===== config.mk =====
export PLATFORM = sky130hd
export DESIGN_NAME = mem_access_unit
export DESIGN_NICKNAME = d
export VERILOG_FILES = /design/src/rtl/mem_access_unit.sv
export SDC_FILE = /design/constraint.sdc
export NUM_CORES = 1
export LEC_CHECK = 0
export CAP_MARGIN = 20
export CELL_PAD_IN_SITES_DETAIL_PLACEMENT = 1
export CELL_PAD_IN_SITES_GLOBAL_PLACEMENT = 2
export CORE_MARGIN = 2
export CORE_UTILIZATION = 30
export CTS_CLUSTER_SIZE = 12
export DETAILED_ROUTE_END_ITERATION = 10
export PLACE_DENSITY_LB_ADDON = 0.25
export SYNTH_ARGS = -nofsm -noshare
export SYNTH_HDL_FRONTEND = slang
export SYNTH_SLANG_ARGS = --single-unit

===== constraint.sdc =====
create_clock -name clk -period 2.7 [get_ports clk]
set_clock_uncertainty 0.05 [all_clocks]
set_input_delay 0.675 -clock clk [delete_from_list [all_inputs] [get_ports clk]]
set_output_delay 0.675 -clock clk [all_outputs]
set_load 0.02 [all_outputs]

===== src/rtl/mem_access_unit.sv =====
// rtl/mem_access_unit.sv - MEM stage with variable-latency data memory request/response channels
// Accepts EX/MEM payloads, performs loads/stores, and presents a registered MEM/WB payload.
module mem_access_unit #(
   parameter int XLEN    = 32,
   parameter int REG_AW  = 5,
   parameter int TIMEOUT = 64
) (
   input  logic              clk,
   input  logic              rst_n,
   input  logic              in_valid,
   output logic              in_ready,
   input  logic [XLEN-1:0]   alu_result,
   input  logic [XLEN-1:0]   store_data,
   input  logic [XLEN-1:0]   pc_plus4,
   input  logic [REG_AW-1:0] rd,
   input  logic              Mem_Write,
   input  logic              Mem_Read,
   input  logic              Reg_write,
   input  logic [1:0]        Result_src,
   input  logic [1:0]        Store_type,
   input  logic [2:0]        Load_type,
   output logic              out_valid,
   input  logic              out_ready,
   output logic [XLEN-1:0]   mem_read_data,
   output logic [XLEN-1:0]   alu_result_wb,
   output logic [XLEN-1:0]   pc_plus4_wb,
   output logic [REG_AW-1:0] rd_wb,
   output logic              Reg_write_wb,
   output logic [1:0]        Result_src_wb,
   output logic              misalign_exc,
   output logic              bus_err_exc,
   output logic              dmem_req_valid,
   input  logic              dmem_req_ready,
   output logic [XLEN-1:0]   dmem_addr,
   output logic              dmem_we,
   output logic [XLEN/8-1:0] dmem_wstrb,
   output logic [XLEN-1:0]   dmem_wdata,
   input  logic              dmem_rsp_valid,
   input  logic [XLEN-1:0]   dmem_rdata
);
   localparam int SB = XLEN / 8;
   localparam int OW = $clog2(SB);
   localparam int TW = $clog2(TIMEOUT);

   typedef enum logic [1:0] {IDLE, REQ, WAIT} state_t;

   state_t            state;
   logic [TW-1:0]     tcnt;
   logic              req_taken, rsp_got;
   logic [XLEN-1:0]   skid_q;
   logic              lat_store, lat_rw;
   logic [2:0]        lat_lt;
   logic [XLEN-1:0]   lat_pc;
   logic [REG_AW-1:0] lat_rd;
   logic [1:0]        lat_rs;

   logic              can_out, accept, is_mem, misalign, req_hs, timed_out, rsp_have;
   logic [1:0]        acc_size;
   logic [7:0]        size_mask;
   logic [SB-1:0]     wstrb_next;
   logic [XLEN-1:0]   wdata_next, rsp_data, ld_shift, ld_data;

   logic              done, d_rw, d_mis, d_bus;
   logic [XLEN-1:0]   d_data, d_alu, d_pc;
   logic [REG_AW-1:0] d_rd;
   logic [1:0]        d_rs;

   assign can_out        = !out_valid || out_ready;
   assign in_ready       = (state == IDLE) && can_out;
   assign accept         = in_valid && in_ready;
   assign is_mem         = Mem_Read || Mem_Write;
   assign acc_size       = Mem_Write ? Store_type : Load_type[1:0];
   assign dmem_req_valid = (state == REQ) && !req_taken;
   assign req_hs         = dmem_req_valid && dmem_req_ready;
   assign timed_out      = (tcnt == TW'(TIMEOUT - 1));
   assign rsp_have       = rsp_got || dmem_rsp_valid;
   assign rsp_data       = rsp_got ? skid_q : dmem_rdata;
   assign ld_shift       = rsp_data >> {dmem_addr[OW-1:0], 3'b000};
   assign wstrb_next     = SB'(size_mask) << alu_result[OW-1:0];

   always_comb begin
      misalign  = 1'b0;
      size_mask = 8'h01;
      case (acc_size)
         2'b01: begin misalign = alu_result[0];      size_mask = 8'h03; end
         2'b10: begin misalign = |alu_result[1:0];   size_mask = 8'h0F; end
         2'b11: begin misalign = |alu_result[2:0];   size_mask = 8'hFF; end
         default: ;
      endcase
   end

   always_comb begin
      case (Store_type)
         2'b00:   wdata_next = {SB{store_data[7:0]}};
         2'b01:   wdata_next = {(SB/2){store_data[15:0]}};
         2'b10:   wdata_next = {(SB/4){store_data[31:0]}};
         default: wdata_next = store_data;
      endcase
   end

   always_comb begin
      case (lat_lt)
         3'b000:  ld_data = XLEN'($signed(ld_shift[7:0]));
         3'b001:  ld_data = XLEN'($signed(ld_shift[15:0]));
         3'b010:  ld_data = XLEN'($signed(ld_shift[31:0]));
         3'b100:  ld_data = XLEN'(ld_shift[7:0]);
         3'b101:  ld_data = XLEN'(ld_shift[15:0]);
         3'b110:  ld_data = XLEN'(ld_shift[31:0]);
         default: ld_data = ld_shift;
      endcase
   end

   // Completion decision: any path that loads the MEM/WB register this cycle.
   always_comb begin
      done   = 1'b0;
      d_data = '0;
      d_alu  = dmem_addr;
      d_pc   = lat_pc;
      d_rd   = lat_rd;
      d_rw   = lat_rw;
      d_rs   = lat_rs;
      d_mis  = 1'b0;
      d_bus  = 1'b0;
      case (state)
         IDLE: if (accept && (!is_mem || misalign)) begin
            done  = 1'b1;
            d_alu = alu_result;
            d_pc  = pc_plus4;
            d_rd  = rd;
            d_rs  = Result_src;
            d_rw  = Reg_write && !is_mem;
            d_mis = is_mem;
         end
         REQ: if (lat_store && (req_taken || req_hs) && can_out) begin
            done = 1'b1;
         end else if (!(req_taken || req_hs) && timed_out && can_out) begin
            done  = 1'b1;
            d_rw  = 1'b0;
            d_bus = 1'b1;
         end
         WAIT: if (rsp_have && can_out) begin
            done   = 1'b1;
            d_data = ld_data;
         end else if (!rsp_have && timed_out && can_out) begin
            done  = 1'b1;
            d_rw  = 1'b0;
            d_bus = 1'b1;
         end
         default: ;
      endcase
   end

   always_ff @(posedge clk or negedge rst_n) begin
      if (!rst_n) begin
         state         <= IDLE;
         tcnt          <= '0;
         req_taken     <= 1'b0;
         rsp_got       <= 1'b0;
         skid_q        <= '0;
         lat_store     <= 1'b0;
         lat_rw        <= 1'b0;
         lat_lt        <= '0;
         lat_pc        <= '0;
         lat_rd        <= '0;
         lat_rs        <= '0;
         dmem_addr     <= '0;
         dmem_we       <= 1'b0;
         dmem_wstrb    <= '0;
         dmem_wdata    <= '0;
         out_valid     <= 1'b0;
         mem_read_data <= '0;
         alu_result_wb <= '0;
         pc_plus4_wb   <= '0;
         rd_wb         <= '0;
         Reg_write_wb  <= 1'b0;
         Result_src_wb <= '0;
         misalign_exc  <= 1'b0;
         bus_err_exc   <= 1'b0;
      end else begin
         if (done) begin
            out_valid     <= 1'b1;
            mem_read_data <= d_data;
            alu_result_wb <= d_alu;
            pc_plus4_wb   <= d_pc;
            rd_wb         <= d_rd;
            Reg_write_wb  <= d_rw;
            Result_src_wb <= d_rs;
            misalign_exc  <= d_mis;
            bus_err_exc   <= d_bus;
         end else if (out_ready) begin
            out_valid <= 1'b0;
         end
         case (state)
            IDLE: if (accept && is_mem && !misalign) begin
               dmem_addr  <= alu_result;
               dmem_we    <= Mem_Write;
               dmem_wstrb <= Mem_Write ? wstrb_next : '0;
               dmem_wdata <= Mem_Write ? wdata_next : '0;
               lat_store  <= Mem_Write;
               lat_lt     <= Load_type;
               lat_pc     <= pc_plus4;
               lat_rd     <= rd;
               lat_rw     <= Reg_write;
               lat_rs     <= Result_src;
               tcnt       <= '0;
               req_taken  <= 1'b0;
               rsp_got    <= 1'b0;
               state      <= REQ;
            end
            REQ: if (done) begin
               state <= IDLE;
            end else begin
               if (req_hs) begin
                  req_taken <= 1'b1;
                  if (!lat_store) state <= WAIT;
               end
               if (!timed_out) tcnt <= tcnt + 1'b1;
            end
            WAIT: if (done) begin
               state <= IDLE;
            end else begin
               // Output register busy: park the response so it is not lost.
               if (dmem_rsp_valid && !rsp_got) begin
                  rsp_got <= 1'b1;
                  skid_q  <= dmem_rdata;
               end
               if (!timed_out) tcnt <= tcnt + 1'b1;
            end
            default: state <= IDLE;
         endcase
      end
   end
endmodule


==> results of run 1 <==
registers in the layout, indices dropped and copies added (netlist names), 6 cells and up:
name / cells
alu_result_wb: 32
dmem_wdata: 32
lat_pc: 32
mem_read_data: 32
pc_plus4_wb: 32
skid_q: 32
tcnt: 6
dmem_addr: 32
layout make-up:
cell class,instances,area (um^2)
clock buffers,47,950
clock inverters,11,130
fillers,4476,22100
inverters,9,33.8
multi-input cells,860,5360
flip-flops and latches,261,6530
well taps,525,657
repair buffers,416,4250
kinds of logic after synthesis:
kind of cell               synth area share, %
AOI/OAI and AO/OA                         11.7
xor gates and xnor gates                0.0717
adders and majority gates                0.614
buffers and inverters                     3.66
DFF                                       53.4
muxes                                     15.5
and+or+nand+nor                           14.9
critical path: stages:
cell	delay, ns
clkdlybuf4s50_1	0.44
mux2_4	0.28
a2111o_1	0.42
and2_1	0.20
or3_4	0.41
buf_4	0.17
buf_12	0.16
o31ai_2	0.26
per-layer routing:
layer	global-route usage, %	part of all wire, %	up-vias
li1	-	-	4908
met2	32.3	48	256
met4	4.06	1.4	6
met1	25.5	44	5102
met3	4.78	6.4	42
met5	0	0.089	-
placed cells by master (no fill, tap or decap), drive strengths merged, types with 4 or more instances in the layout:
cell type      instances
buf                   89
clkinv                 9
a22oi                  8
mux4                  17
a21oi                 34
a22o                   8
clkdlybuf4s50        322
dfrtp                261
o31ai                 50
mux2                  41
nand2                380
clkbuf                49
mux2i                105
o21ai                105
o21a                   8
o41ai                  4
nor2                  42
ha                     6
nor3                   8
nand3                  7
inv                    8
power groups by stage:
stage	Clock (uW)	Sequential [uW]	Combinational [uW]
floorplan	0	7950	4430
global placement	0	6900	10300
detailed placement	0	6960	10500
CTS	4570	6930	10500
global route	4740	7160	11400
finish	4410	6900	10400
per-stage QoR:
| stage | utilization (%) | setup TNS (ns) | power [uW] | std cells |
|---|---|---|---|---|
| 4_1_cts | 44.4 | 0 | 22000 | 2128 |
| 6_report | 44.8 | 0 | 21700 | 2129 |
| 2_1_floorplan | - | 0 | 12400 | 1215 |
| 3_3_place_gp | 41.6 | -127.40 | 17200 | 2065 |
| 5_1_grt | 44.8 | -0.0654 | 23300 | 2129 |
| 3_5_place_dp | 41.6 | -139.97 | 17400 | 2065 |
repair_timing:
action	4_1_cts	5_1_grt
resized for setup	5	26
setup buffers	4	0
gates cloned	0	1
hold endpoints to repair	6	0
endpoints found under the setup margin	148	108
pin swaps	1	1
hold buffers	1	0
final timing paths:
check | start | end | slack [ns] | depth (start not counted)
min in group asynchronous | rst_n | skid_q[4] | 0.60 | 2
worst max register to register | state[1] | mem_read_data[22] | 0.24 | 9
worst max-delay path | Load_type[0] | dmem_wdata[11] | 0.03 | 8
worst min-delay path | bus_err_exc | bus_err_exc | 0.42 | 2
worst min register to register | bus_err_exc | bus_err_exc | 0.42 | 2
max in group asynchronous | rst_n | alu_result_wb[22] | 1.25 | 3
==> results.toml, run 1 <==
[synth]
synth.area.top_cells = "dfrtp_1 53%, nand2_1 12%, mux2i_1 8.6%"
synth_most_common_cell = "nand2_1"
syn_inst = 1215
syn_avg_cell_area_um2 = 10.1
synth_largest_area_cell = "dfrtp_1"
synth_top_area_share_pct = 53.4
yosysSeqAreaShare_pct = 53.4
async_flop_share_pct = 100
synth_cell_type_count = 54
synth-main-ff-cell = "dfrtp_1"
syn-cell-area_mm2 = 0.0122
ys_top_cells_by_count = "380 x nand2_1, 261 x dfrtp_1, 105 x mux2i_1"
syn-num-nets = 1370
ys_ff_latch = 261
synth_edf_count = 0
yosys_warnings = 0

[final_layout]
nNetsFinal = 1737
diodes = 0
drive_above_1_share_pct = 14.2
fin_area_mm2 = 0.0179
syn2layout_area_growth_pct = 46.6

[die]
die_area_mm2 = 0.0424
die_x_um = 206
start_util_pct = 30.5
top_level_ports = 327
fp.dieH_um = 206
rows = 73
core-area_mm2 = 0.0400

[clocking]
cts_root_buf = "clkbuf_16"
cts_buffers = 34
clk_path_buf_depth = 3
clock_latency_ns = 0.52
clkTransAtPathRegs_ns = 0.06
cts_tree = "done"
cts.sinks = 261
htreeDepth = 2

[drt]
route.detailed.drc = 0
final_antenna_net_count = 0
drtPass1Iterations = 4
via_per_inst = 4.84
vias = 10314
routed_wl_mm = 41.4
initialDrtViolationCount = 376
wl_per_cell_um = 19.4

[global_route]
grt_max_degree = 69
antenna_found_initial = 4
grt_usage_pct = 19.4
grt_pass1_wl_mm = 64.0
grt_overflow = 0
grt_pass1_vias = 11050

[pwr]
pwr-share-comb_pct = 47.9
seq_power_share_pct = 31.8
sw_frac_of_total_pct = 39.1
p_leak_uw = 0.00828
p_clk_share_pct = 20.3
p_per_area_mw_per_mm2 = 1210
ir_worst_vdd_uv = 583
p_int_uw = 13200
power_switching_uw = 8490

[hold_path]
hold_class = "flip-flop to flip-flop"

[placement]
place_congestion = 0.825
place_hpwl_mm = 29.7
pre_cts_ws_ns = -0.638
post_dp_cell_area_mm2 = 0.0167
io_buffer_count = 326

[timing]
finalMaxSlewViolations = 0
hold_slack_ns = 0.418
min_period_over_period_pct = 98.9
grt_setup_unrepaired = "true"
finalCriticalPeriod_ns = 2.67
relSlewSlack_pct = 40.7
setup_viol = 0
worst_pin_slew_ns = 0.886
setup_ws_ns = 0.0293
final_hold_viol_count = 0
fmax_mhz = 374

[worst_setup_path]
crit_required_ns = 3.05
crit_type = "input pin to flip-flop"
startpoint_type = "input pin"
arrival_ns = 3.02
endpoint_kind = "flip-flop"
crit_fanout = 22

[flow_run]
max_cap_viol_count = 0

[status]
status = "complete, no violations"
(Power assumes the default switching activity.)
==> run 2, diff against run 1 <==
--- a/config.mk
+++ b/config.mk
@@ -12,7 +12,9 @@
 export CORE_UTILIZATION = 30
 export CTS_CLUSTER_SIZE = 12
 export DETAILED_ROUTE_END_ITERATION = 10
+export HOLD_SLACK_MARGIN = 0.08
 export PLACE_DENSITY_LB_ADDON = 0.25
+export REMOVE_ABC_BUFFERS = 1
 export SYNTH_ARGS = -nofsm -noshare
 export SYNTH_HDL_FRONTEND = slang
 export SYNTH_SLANG_ARGS = --single-unit
==> run 2 against run 1 <==
Maximum frequency increased by 1.3%. Register-to-register slack got worse by 0.08 ns. Final area increased by 0.20%. Sequential power about the same. Worst hold slack improved by 0.0022 ns. Cell count unchanged. Sequential share of layout area decreased by 0.071 points. Global-route usage decreased by 0.093 points. Via count decreased by 0.43%. Combinational power about the same. Highest routed layer unchanged.
==> results.toml, run 2 (synthesis gave the netlist of run 1 again) <==
[die]
die_area_mm2 = 0.0424
top_level_ports = 327
fp.dieH_um = 206
die_x_um = 206
start_util_pct = 30.5
rows = 73
core-area_mm2 = 0.0400

[worst_setup_path]
startpoint = "Load_type[0]"
arrival_ns = 2.99
r2r-start = "state[1]"
crit_fanout = 19
crit_required_ns = 3.05
endpoint_kind = "flip-flop"
crit_type = "input pin to flip-flop"
startpoint_type = "input pin"

[clocking]
cts_root_buf = "clkbuf_16"
clock_latency_ns = 0.53
cts_tree = "done"
clkTransAtPathRegs_ns = 0.06
cts_buffers = 34
htreeDepth = 2
clk_path_buf_depth = 3
cts.sinks = 261

[timing]
relSlewSlack_pct = 38.7
final_hold_viol_count = 0
finalCriticalPeriod_ns = 2.64
fmax_mhz = 379
hold_slack_ns = 0.421
setup_viol = 0
min_period_over_period_pct = 97.7
finalMaxSlewViolations = 0
worst_pin_slew_ns = 0.916
grt_setup_unrepaired = "true"

[pwr]
ir_worst_vdd_uv = 465
p_leak_uw = 0.00831
p_per_area_mw_per_mm2 = 1200

[drt]
route.detailed.drc = 0
wl_per_cell_um = 19.0
initialDrtViolationCount = 417
routed_wl_mm = 40.5
wl_met2_mm = 18.9
top_layer = "met5"
via_per_inst = 4.82
drtPass1Iterations = 4
wl_met1_mm = 18.2
final_antenna_net_count = 0
route.met3.wl_mm = 2.66
vias = 10270

[global_route]
antenna_found_initial = 1
grt_overflow = 0
grt_max_degree = 71
grt_usage_pct = 19.3
grt_pass1_wl_mm = 63.3
grt_pass1_vias = 11025

[hold_path]
hp-start = "lat_pc[1]"
hold_class = "flip-flop to flip-flop"

[final_layout]
nNetsFinal = 1735
layout_common_cells = "380 x nand2_1, 321 x clkdlybuf4s50_1, 260 x dfrtp_1, 105 x mux2i_1, 104 x o21ai_0"
final_common_cell = "nand2_1"
final_cell_count_no_fill = 2129
syn2layout_area_growth_pct = 46.9
drive_above_1_share_pct = 14.3
final_util_pct = 44.9
diodes = 0

[placement]
io_buffer_count = 326
place_hpwl_mm = 28.7
place_congestion = 0.807
dp_cells = 2063

[status]
status = "complete, no violations"

[flow_run]
max_cap_viol_count = 0
run 2: area by class of cell:
type                    instances  area (um^2)
inverters                       9         33.8
clock buffers                  55         1070
well taps                     525          657
fillers                      4459        22100
flip-flops and latches        261         6530
repair buffers                414         4250
multi-input cells             860         5370
clock inverters                 5         28.8
run 2: what timing repair did:
action                                 CTS  global route
gates cloned                             1             0
endpoints found under the hold margin   38             0
setup endpoints to repair              134            45
setup buffers                            4             0
pin swaps                                2             0
resized for setup                       24             5
hold buffers                             1             0
run 2: final timing paths:
path                                          to  slack (ns)  cells after the start
max in group asynchronous                rsp_got        1.26                      3
worst max register to register  mem_read_data[6]        0.16                      9
worst max-delay path               dmem_wdata[8]        0.06                      9
worst min-delay path                   lat_pc[1]        0.42                      2
worst min register to register         lat_pc[1]        0.42                      2
min in group asynchronous       alu_result_wb[9]        0.62                      2
run 2: through the flow:
stage / instance area (um^2) / setup WS (ns) / TNS [ns] / total power (uW)
CTS: 17900 / 0.0341 / 0 / 21900
finish: 17900 / 0.0628 / 0 / 21500
detailed placement: 16700 / -0.710 / -134.88 / 17200
global route: 17900 / -0.0336 / -0.0616 / 23100
global placement: 16700 / -0.644 / -125.31 / 16900
floorplan: 11800 / -7.82 / -1143.20 / 12100
run 2: worst max-delay path, stage by stage:
cell and delay [ns]:
clkdlybuf4s50_1 0.44, mux2_4 0.29, a2111o_1 0.42, and2_4 0.18, or3_4 0.38, buf_12 0.16
bufbuf_16 0.29, nand2_1 0.09, o31ai_2 0.07
run 2: report_power, final:
part           switching, uW  internal [uW]
Clock                   1730           2710
Sequential              1190           5680
Combinational           5430           4770
Total                   8350          13200
run 2: metal layers:
layer  track usage, %  vias up
met1             25.3     5091
met5                0        -
li1                 -     4908
met4             4.46        2
met3             5.57       43
met2             31.5      226
